==> config.mk <==
export PLATFORM = sky130hd
export DESIGN_NAME = mult_div_sequencer
export DESIGN_NICKNAME = d
export VERILOG_FILES = /design/src/rtl/mult_div_pkg.sv /design/src/rtl/mult_div_step.sv /design/src/rtl/mult_div_sequencer.sv
export SDC_FILE = /design/constraint.sdc
export NUM_CORES = 1
export LEC_CHECK = 0
export ABC_AREA = 1
export CORE_MARGIN = 2
export CORE_UTILIZATION = 38
export DETAILED_ROUTE_END_ITERATION = 6
export PLACE_DENSITY = 0.65
export SLEW_MARGIN = 20
export SYNTH_ARGS = -nofsm -noshare
export SYNTH_HDL_FRONTEND = slang
export SYNTH_SLANG_ARGS = --single-unit
==> constraint.sdc <==
create_clock -name clock -period 2.4 [get_ports clock]
set_clock_uncertainty 0.2 [all_clocks]
set_input_delay 0.72 -clock clock [delete_from_list [all_inputs] [get_ports clock]]
set_output_delay 0.72 -clock clock [all_outputs]
set_load 0.1 [all_outputs]
==> src/rtl/mult_div_pkg.sv <==
// Shared encodings for the iterative multiply/divide sequencer.
package mult_div_pkg;

    localparam int MD_WIDTH = 32;

    typedef enum logic [1:0] {
        OP_MULT = 2'b00,
        OP_DIV  = 2'b01,
        OP_MTHI = 2'b10,
        OP_MTLO = 2'b11
    } op_e;

    typedef enum logic [1:0] {
        S_IDLE = 2'b00,
        S_PREP = 2'b01,
        S_RUN  = 2'b10,
        S_FIX  = 2'b11
    } state_e;

endpackage

==> src/rtl/mult_div_step.sv <==
// One combinational iteration: shift-add multiply (LSB-first) or
// restoring divide (MSB-first) on the {acc, shreg} pair.
module mult_div_step #(
    parameter int WIDTH = 32
) (
    input  logic             is_div,
    input  logic [WIDTH-1:0] acc,
    input  logic [WIDTH-1:0] shreg,
    input  logic [WIDTH-1:0] operand,
    output logic [WIDTH-1:0] acc_nxt,
    output logic [WIDTH-1:0] shreg_nxt
);

    logic [WIDTH:0] sum;
    logic [WIDTH:0] rem;
    logic [WIDTH:0] diff;

    always_comb begin
        sum  = {1'b0, acc} + (shreg[0] ? {1'b0, operand} : '0);
        rem  = {acc, shreg[WIDTH-1]};
        diff = rem - {1'b0, operand};
        if (is_div) begin
            // A borrow out of the trial subtract means restore.
            if (diff[WIDTH]) begin
                acc_nxt   = rem[WIDTH-1:0];
                shreg_nxt = {shreg[WIDTH-2:0], 1'b0};
            end else begin
                acc_nxt   = diff[WIDTH-1:0];
                shreg_nxt = {shreg[WIDTH-2:0], 1'b1};
            end
        end else begin
            acc_nxt   = sum[WIDTH:1];
            shreg_nxt = {sum[0], shreg[WIDTH-1:1]};
        end
    end

endmodule

==> src/rtl/mult_div_sequencer.sv <==
// Iterative MULT/DIV controller owning HI/LO, with PC stall on busy reads.
// Define MULT_DIV_SIGNED_EN to honour op_signed; otherwise all ops are unsigned.
module mult_div_sequencer
    import mult_div_pkg::*;
#(
    parameter int WIDTH = MD_WIDTH,
    parameter int CNT_W = 6
) (
    input  logic             clock,
    input  logic             clear,
    input  logic             start,
    input  logic [1:0]       op,
    input  logic             op_signed,
    input  logic [WIDTH-1:0] rs_data,
    input  logic [WIDTH-1:0] rt_data,
    input  logic             read_hi,
    input  logic             read_lo,
    output logic             busy,
    output logic             stall,
    output logic             done,
    output logic             div_by_zero,
    output logic [WIDTH-1:0] hi,
    output logic [WIDTH-1:0] lo
);

    state_e           state;
    logic [CNT_W-1:0] cnt;
    logic             is_div;
    logic [WIDTH-1:0] a_reg;
    logic [WIDTH-1:0] b_reg;
    logic [WIDTH-1:0] acc;
    logic [WIDTH-1:0] shreg;
    logic [WIDTH-1:0] oper;
    logic [WIDTH-1:0] acc_nxt;
    logic [WIDTH-1:0] shreg_nxt;
    logic [WIDTH-1:0] res_hi;
    logic [WIDTH-1:0] res_lo;
    logic             b_zero;

`ifdef MULT_DIV_SIGNED_EN
    logic sgn;
    logic neg_q;
    logic neg_r;
    logic neg_a;
    logic neg_b;

    assign neg_a = sgn & a_reg[WIDTH-1];
    assign neg_b = sgn & b_reg[WIDTH-1];
`else
    logic unused_op_signed;

    assign unused_op_signed = op_signed;
`endif

    assign busy   = (state != S_IDLE);
    assign stall  = busy & (read_hi | read_lo | start);
    assign b_zero = (b_reg == '0);

    mult_div_step #(
        .WIDTH(WIDTH)
    ) u_step (
        .is_div   (is_div),
        .acc      (acc),
        .shreg    (shreg),
        .operand  (oper),
        .acc_nxt  (acc_nxt),
        .shreg_nxt(shreg_nxt)
    );

    always_comb begin
        {res_hi, res_lo} = {acc, shreg};
`ifdef MULT_DIV_SIGNED_EN
        if (is_div) begin
            if (neg_q) res_lo = -shreg;
            if (neg_r) res_hi = -acc;
        end else if (neg_q) begin
            {res_hi, res_lo} = -{acc, shreg};
        end
`endif
        // Divide by zero returns a defined pattern instead of the raw iteration.
        if (is_div && b_zero) begin
            res_lo = '1;
            res_hi = a_reg;
        end
    end

    always_ff @(posedge clock) begin
        if (clear) begin
            state       <= S_IDLE;
            cnt         <= '0;
            is_div      <= 1'b0;
            a_reg       <= '0;
            b_reg       <= '0;
            acc         <= '0;
            shreg       <= '0;
            oper        <= '0;
            hi          <= '0;
            lo          <= '0;
            done        <= 1'b0;
            div_by_zero <= 1'b0;
`ifdef MULT_DIV_SIGNED_EN
            sgn         <= 1'b0;
            neg_q       <= 1'b0;
            neg_r       <= 1'b0;
`endif
        end else begin
            done <= 1'b0;
            unique case (state)
                S_IDLE: begin
                    if (start) begin
                        div_by_zero <= 1'b0;
                        unique case (op_e'(op))
                            OP_MULT, OP_DIV: begin
                                is_div <= (op_e'(op) == OP_DIV);
                                a_reg  <= rs_data;
                                b_reg  <= rt_data;
`ifdef MULT_DIV_SIGNED_EN
                                sgn    <= op_signed;
`endif
                                state  <= S_PREP;
                            end
                            OP_MTHI: hi <= rs_data;
                            OP_MTLO: lo <= rs_data;
                        endcase
                    end
                end
                S_PREP: begin
                    acc <= '0;
`ifdef MULT_DIV_SIGNED_EN
                    shreg <= neg_a ? -a_reg : a_reg;
                    oper  <= neg_b ? -b_reg : b_reg;
                    neg_q <= neg_a ^ neg_b;
                    neg_r <= neg_a;
`else
                    shreg <= a_reg;
                    oper  <= b_reg;
`endif
                    cnt   <= CNT_W'(WIDTH - 1);
                    state <= S_RUN;
                end
                S_RUN: begin
                    acc   <= acc_nxt;
                    shreg <= shreg_nxt;
                    if (cnt == '0) begin
                        state <= S_FIX;
                    end else begin
                        cnt <= cnt - 1'b1;
                    end
                end
                S_FIX: begin
                    hi    <= res_hi;
                    lo    <= res_lo;
                    done  <= 1'b1;
                    state <= S_IDLE;
                    if (is_div && b_zero) div_by_zero <= 1'b1;
                end
            endcase
        end
    end

endmodule
; Word level (Yosys, flattened, before mapping)
; Index checks and enable logic that the tools add are counted.
; W data, S select, Z words.
[word_totals]
register_bits = 235
latch_bits = 0
ram_bits = 0
romBits = 0
in_bits = 72
out_inout_bits = 68
memories = 0
[op_classes]
n_addsub = 3
n_mul = 0
div = 0
magnitude_cmp = 0
n_eq_ne = 13
shifts = 0
n_mux = 25
bitwise = 3
n_reduce_logical = 15
[ops]
columns = op, count
row1 = $mux W32, 10
row2 = $pmux W32 S2, 4
row3 = $add A32 B33 Y33, 1
row4 = $sub A33 B32 Y33, 1
row5 = $logic_not A32 Y1, 1
row6 = $reduce_and A3 Y1, 5
row7 = $pmux W6 S2, 1
row8 = $eq A2 B2 Y1 const B, 4
row9 = $ne A2 B2 Y1 const B, 4
row10 = $pmux W2 S4, 1
row11 = $logic_not A6 Y1, 1
row12 = $mux W2, 3
row13 = $mux W6, 1
row14 = $ne A2 B1 Y1 const B, 3
row15 = $reduce_bool A2 Y1, 3
row16 = $sub A6 B1 Y6 const B, 1
row17 = $eq A2 B1 Y1 const B, 2
row18 = $logic_not A2 Y1, 2
row19 = $mux W1, 4
row20 = $or A1 B1 Y1, 2
row21 = $pmux W1 S2, 1
row22 = $reduce_and A2 Y1, 1
row23 = $reduce_or A2 Y1, 1
row24 = $and A1 B1 Y1, 1
row25 = $logic_and A1 B1 Y1, 1

; Longest topological paths before layout
[depth]
depth_word = 5
depth_mapped = 19

; Hierarchy
; A second synthesis with hierarchy kept.
[unflattened]
hier_cells = 2740
hier_area_um2 = 16641.0
[modules_own_cells]
columns = mod, n_inst, cells_each, area_each_um2
row1 = mult_div_sequencer, 1, 1441, 10279.9
row2 = mult_div_step, 1, 1299, 6361.1

; Worst setup path after synthesis
; Ideal clock, no wire load.
[synth_timing]
path_type = input-to-output
startpoint = in start
endpoint = out stall
arrival_ps = 2012
path_slack_ps = -532
cell_stages = 2
path_buffers = 0
path_cell_list = nor3_1 nor2_1
[synth_between]
elab_chain_len = 2
[synth_rtl]
columns = element, line_no
row1 = "start, declared", mult_div_sequencer.sv:11  ; input logic start,
row2 = $or A1 B1 Y1, mult_div_sequencer.sv:56  ; assign stall = busy & (read_hi | read_lo | start);
row3 = $and A1 B1 Y1, mult_div_sequencer.sv:56
row4 = "end, declared", mult_div_sequencer.sv:19  ; output logic stall,
; Every way passes these cells.

; Worst setup path in the final report
[layout_timing]
startpoint = reg shreg[31]
endpoint = reg acc[7]
[layout_between]
elab_chain_len = 4
[layout_rtl]
columns = element, line_no
row1 = "start, declared", mult_div_sequencer.sv:32  ; logic [WIDTH-1:0] shreg;
row2 = "start signal, assigned", mult_div_sequencer.sv:135  ; shreg <= a_reg;
row3 = "start signal, assigned", mult_div_sequencer.sv:143  ; shreg <= shreg_nxt;
row4 = $sub A33 B32 Y33, mult_div_step.sv:21  ; diff = rem - {1'b0, operand};
row5 = $mux W32, mult_div_step.sv:24  ; if (diff[WIDTH]) begin
row6 = $mux W32, mult_div_step.sv:22  ; if (is_div) begin
row7 = $pmux W32 S2, mult_div_sequencer.sv:108  ; unique case (state)
row8 = "end signal, assigned", mult_div_sequencer.sv:142  ; acc <= acc_nxt;
row9 = "end, declared", mult_div_sequencer.sv:31  ; logic [WIDTH-1:0] acc;
; Every way passes these cells.
; A chain may end at the register's enable or synchronous reset.

==> flow_summary.yaml <==
finish:
  postLayoutCoreUtil_pct: 56.9
  drive_gt1_share_pct: 24.1
  nFillCells: 3731
  nets: 2953
  area_growth_syn_to_layout_pct: 47.5
  antennaDiodeCount: 0
detailed_routing:
  viasPerCell: 5.31
  drt_iter0_drc: 1395
  wl_per_cell_um: 17.8
  first_pass_iters: 5
  route.detailed.drc: 0
  antenna_left: 0
  drt_wl_total_um: 59500
  vias: 17800
clock_tree:
  cts.sinks: 235
  insertion_delay_ns: 0.55
  cts.htree.levels: 1
  cts_hold_buf: 0
  cts_tree: "done"
  numCtsBuffers: 24
  clockBufferDepth: 3
  clk_pin_slew_ns: 0.06
  clockRootBuffer: "clkbuf_16"
synth:
  synthesis.nets: 2522
  netlist_top_cells_count: "501 x nand2_1, 302 x o21ai_0, 297 x nor2_1"
  yosysTopAreaCell: "dfxtp_1"
  synth-seq-cells: 235
  synth_area_mm2: 0.0149
  netlist_top_cells_area: "dfxtp_1 31%, nand2_1 13%, o21ai_0 10%, nor2_1 7.5%, inv_1 7.3%"
  async_flop_share_pct: 0
  synthMostInstantiatedCell: "nand2_1"
  avgSynthCellArea_um2: 6.28
  syn_inst: 2378
  synth.distinct_cells: 42
  synth-edff-count: 0
  synth_flop_cell: "dfxtp_1"
  ys_warn_count: 0
  yosysSeqAreaShare_pct: 31.5
  synthDominantCellAreaShare_pct: 31.5
power:
  p_leak_nw: 10.1
  vdd_drop_max_uv: 836
  p_per_area_mw_per_mm2: 1150
global_routing:
  grt_pass1_wl_um: 92000
  grt_max_degree: 65
  antenna_found_initial: 0
  grt_overflow: 0
  gr-usage-all-layers_pct: 28.0
  grt_pass1_vias: 17000
sta:
  setup_viol: 33
  rsz0062_at_grt: "true"
  fin_setup_tns_ns: -7.82
  drv_slew: 0
  fin_ws_ns: -0.280
  timing.final.crit_share_pct: 112
  worstMarginPinSlew_ns: 0.610
  max_freq_ghz: 0.373
  relSlewSlack_pct: 59.3
  period_minus_slack_ns: 2.68
  finalHoldViolations: 0
floorplanning:
  coreArea_mm2: 0.0387
  die_w_um: 202
  die-area_mm2: 0.0409
  num_io_pins: 140
  die_h_um: 202
  num_rows: 72
  start_util_pct: 38.6
setup_path:
  criticalPathCategory: "reg2reg"
  path_cells: "inv_2, ha_4, fa_2, inv_2, nand2_2, nand2_2, nand3_2, nand2_2, nand2_2, nand2_4, nand2_4, nand2_4, nand2_4, nand2_8, buf_6, nand2_1, nand3_1, nand3_1, a21oi_1"
  crit_fanout: 6
  slowest_stage: "fa_2"
  endpoint_kind: "flip-flop"
  crit_arrival_ns: 2.96
  crit_family: "simple AND/OR/NAND/NOR gates"
  cp-start-kind: "flip-flop"
  slowest_delay_ns: 0.41
  path_buf_inv: 3
  crit_required_ns: 2.68
place:
  io_buffers: 138
  gp_congestion: 0.989
  hpwl_um: 45400
min_path:
  min_path_type: "reg2reg"
run_status:
  violations: "setup timing"
  status: "finished with violations"
job:
  drv_cap: 0
logic make-up after synthesis:
logic type	share of synthesized area [%]
and+or+nand+nor	27.4
DFF	31.5
adders and majority gates	6.13
buffers and inverters	10.8
xor gates and xnor gates	1.06
AOI/OAI and AO/OA	23.2
worst paths after layout:
path                            startpoint     end  slack (ns)  cells after the start
worst max register to register   shreg[31]  acc[7]       -0.28                     19
worst min-delay path                cnt[1]  cnt[1]        0.31                      2
worst min register to register      cnt[1]  cnt[1]        0.31                      2
worst max-delay path             shreg[31]  acc[7]       -0.28                     19
cells in the final DEF, fill, tap and decap left out, types with 7 or more instances in the layout:
cell type	n
nand2_1	466
buf_4	359
o21ai_0	289
nor2_1	276
inv_1	274
dfxtp_1	226
a21oi_1	185
nand3_1	109
buf_12	82
a31oi_1	66
clkdlybuf4s50_1	66
ha_1	53
nand2_2	35
a221oi_1	31
clkbuf_16	30
a21oi_2	26
nor2_2	21
nand3_2	19
nand4_1	17
inv_2	15
ha_4	15
nor3_1	12
o21ai_1	12
nand2_4	9
a21o_1	9
xnor2_1	9
xor2_1	9
dfxtp_2	8
nor4_1	7
repair_timing:
item / in CTS / in global routing
endpoints found under the setup margin: 53 / 56
endpoints found under the hold margin: 0 / 0
setup buffers: 11 / 6
pin swaps: 29 / 29
gates resized for setup: 121 / 70
gates cloned: 2 / 7
through the flow:
stage / instance area, µm² / hold WS (ns) / setup WS [ns] / power (mW) / instances
floorplan: 15000 / 0.248 / -0.0596 / 13.3 / 2378
global placement: 20100 / 0.294 / -0.376 / 19.4 / 3275
detailed placement: 20100 / 0.300 / -0.391 / 19.5 / 3275
CTS: 21500 / 0.313 / -0.214 / 24.6 / 3329
global route: 22000 / 0.338 / -0.377 / 26.9 / 3342
finish: 22000 / 0.314 / -0.280 / 25.4 / 3342
worst min-delay path, stage by stage, from the launching register on:
cell and delay [ns]:
dfxtp_1 0.34, a21oi_1 0.07, nor2_1 0.07
metal layers:
layer	track usage, %	vias to the layer above	wire [µm]
met3	3.84	81	4320
met2	45.8	667	27100
met4	6.60	0	1410
met1	38.9	8271	26700
li1	-	8731	-
met5	0	-	0
power by group:
group / internal, mW / switching (mW)
Clock: 2.57 / 1.67
Combinational: 6.42 / 9.30
Sequential: 4.76 / 0.717
final cells by class:
type	count	area (µm²)	area share, %
Timing Repair Buffer	526	5330	24.2
Inverter	295	1120	5.07
Clock inverter	11	219	0.993
Sequential cell	235	4720	21.4
Clock buffer	30	653	2.96
Multi-Input combinational cell	1727	9360	42.4
Tap cell	518	648	2.94
Note: power is estimated with default switching activity, not from simulation.
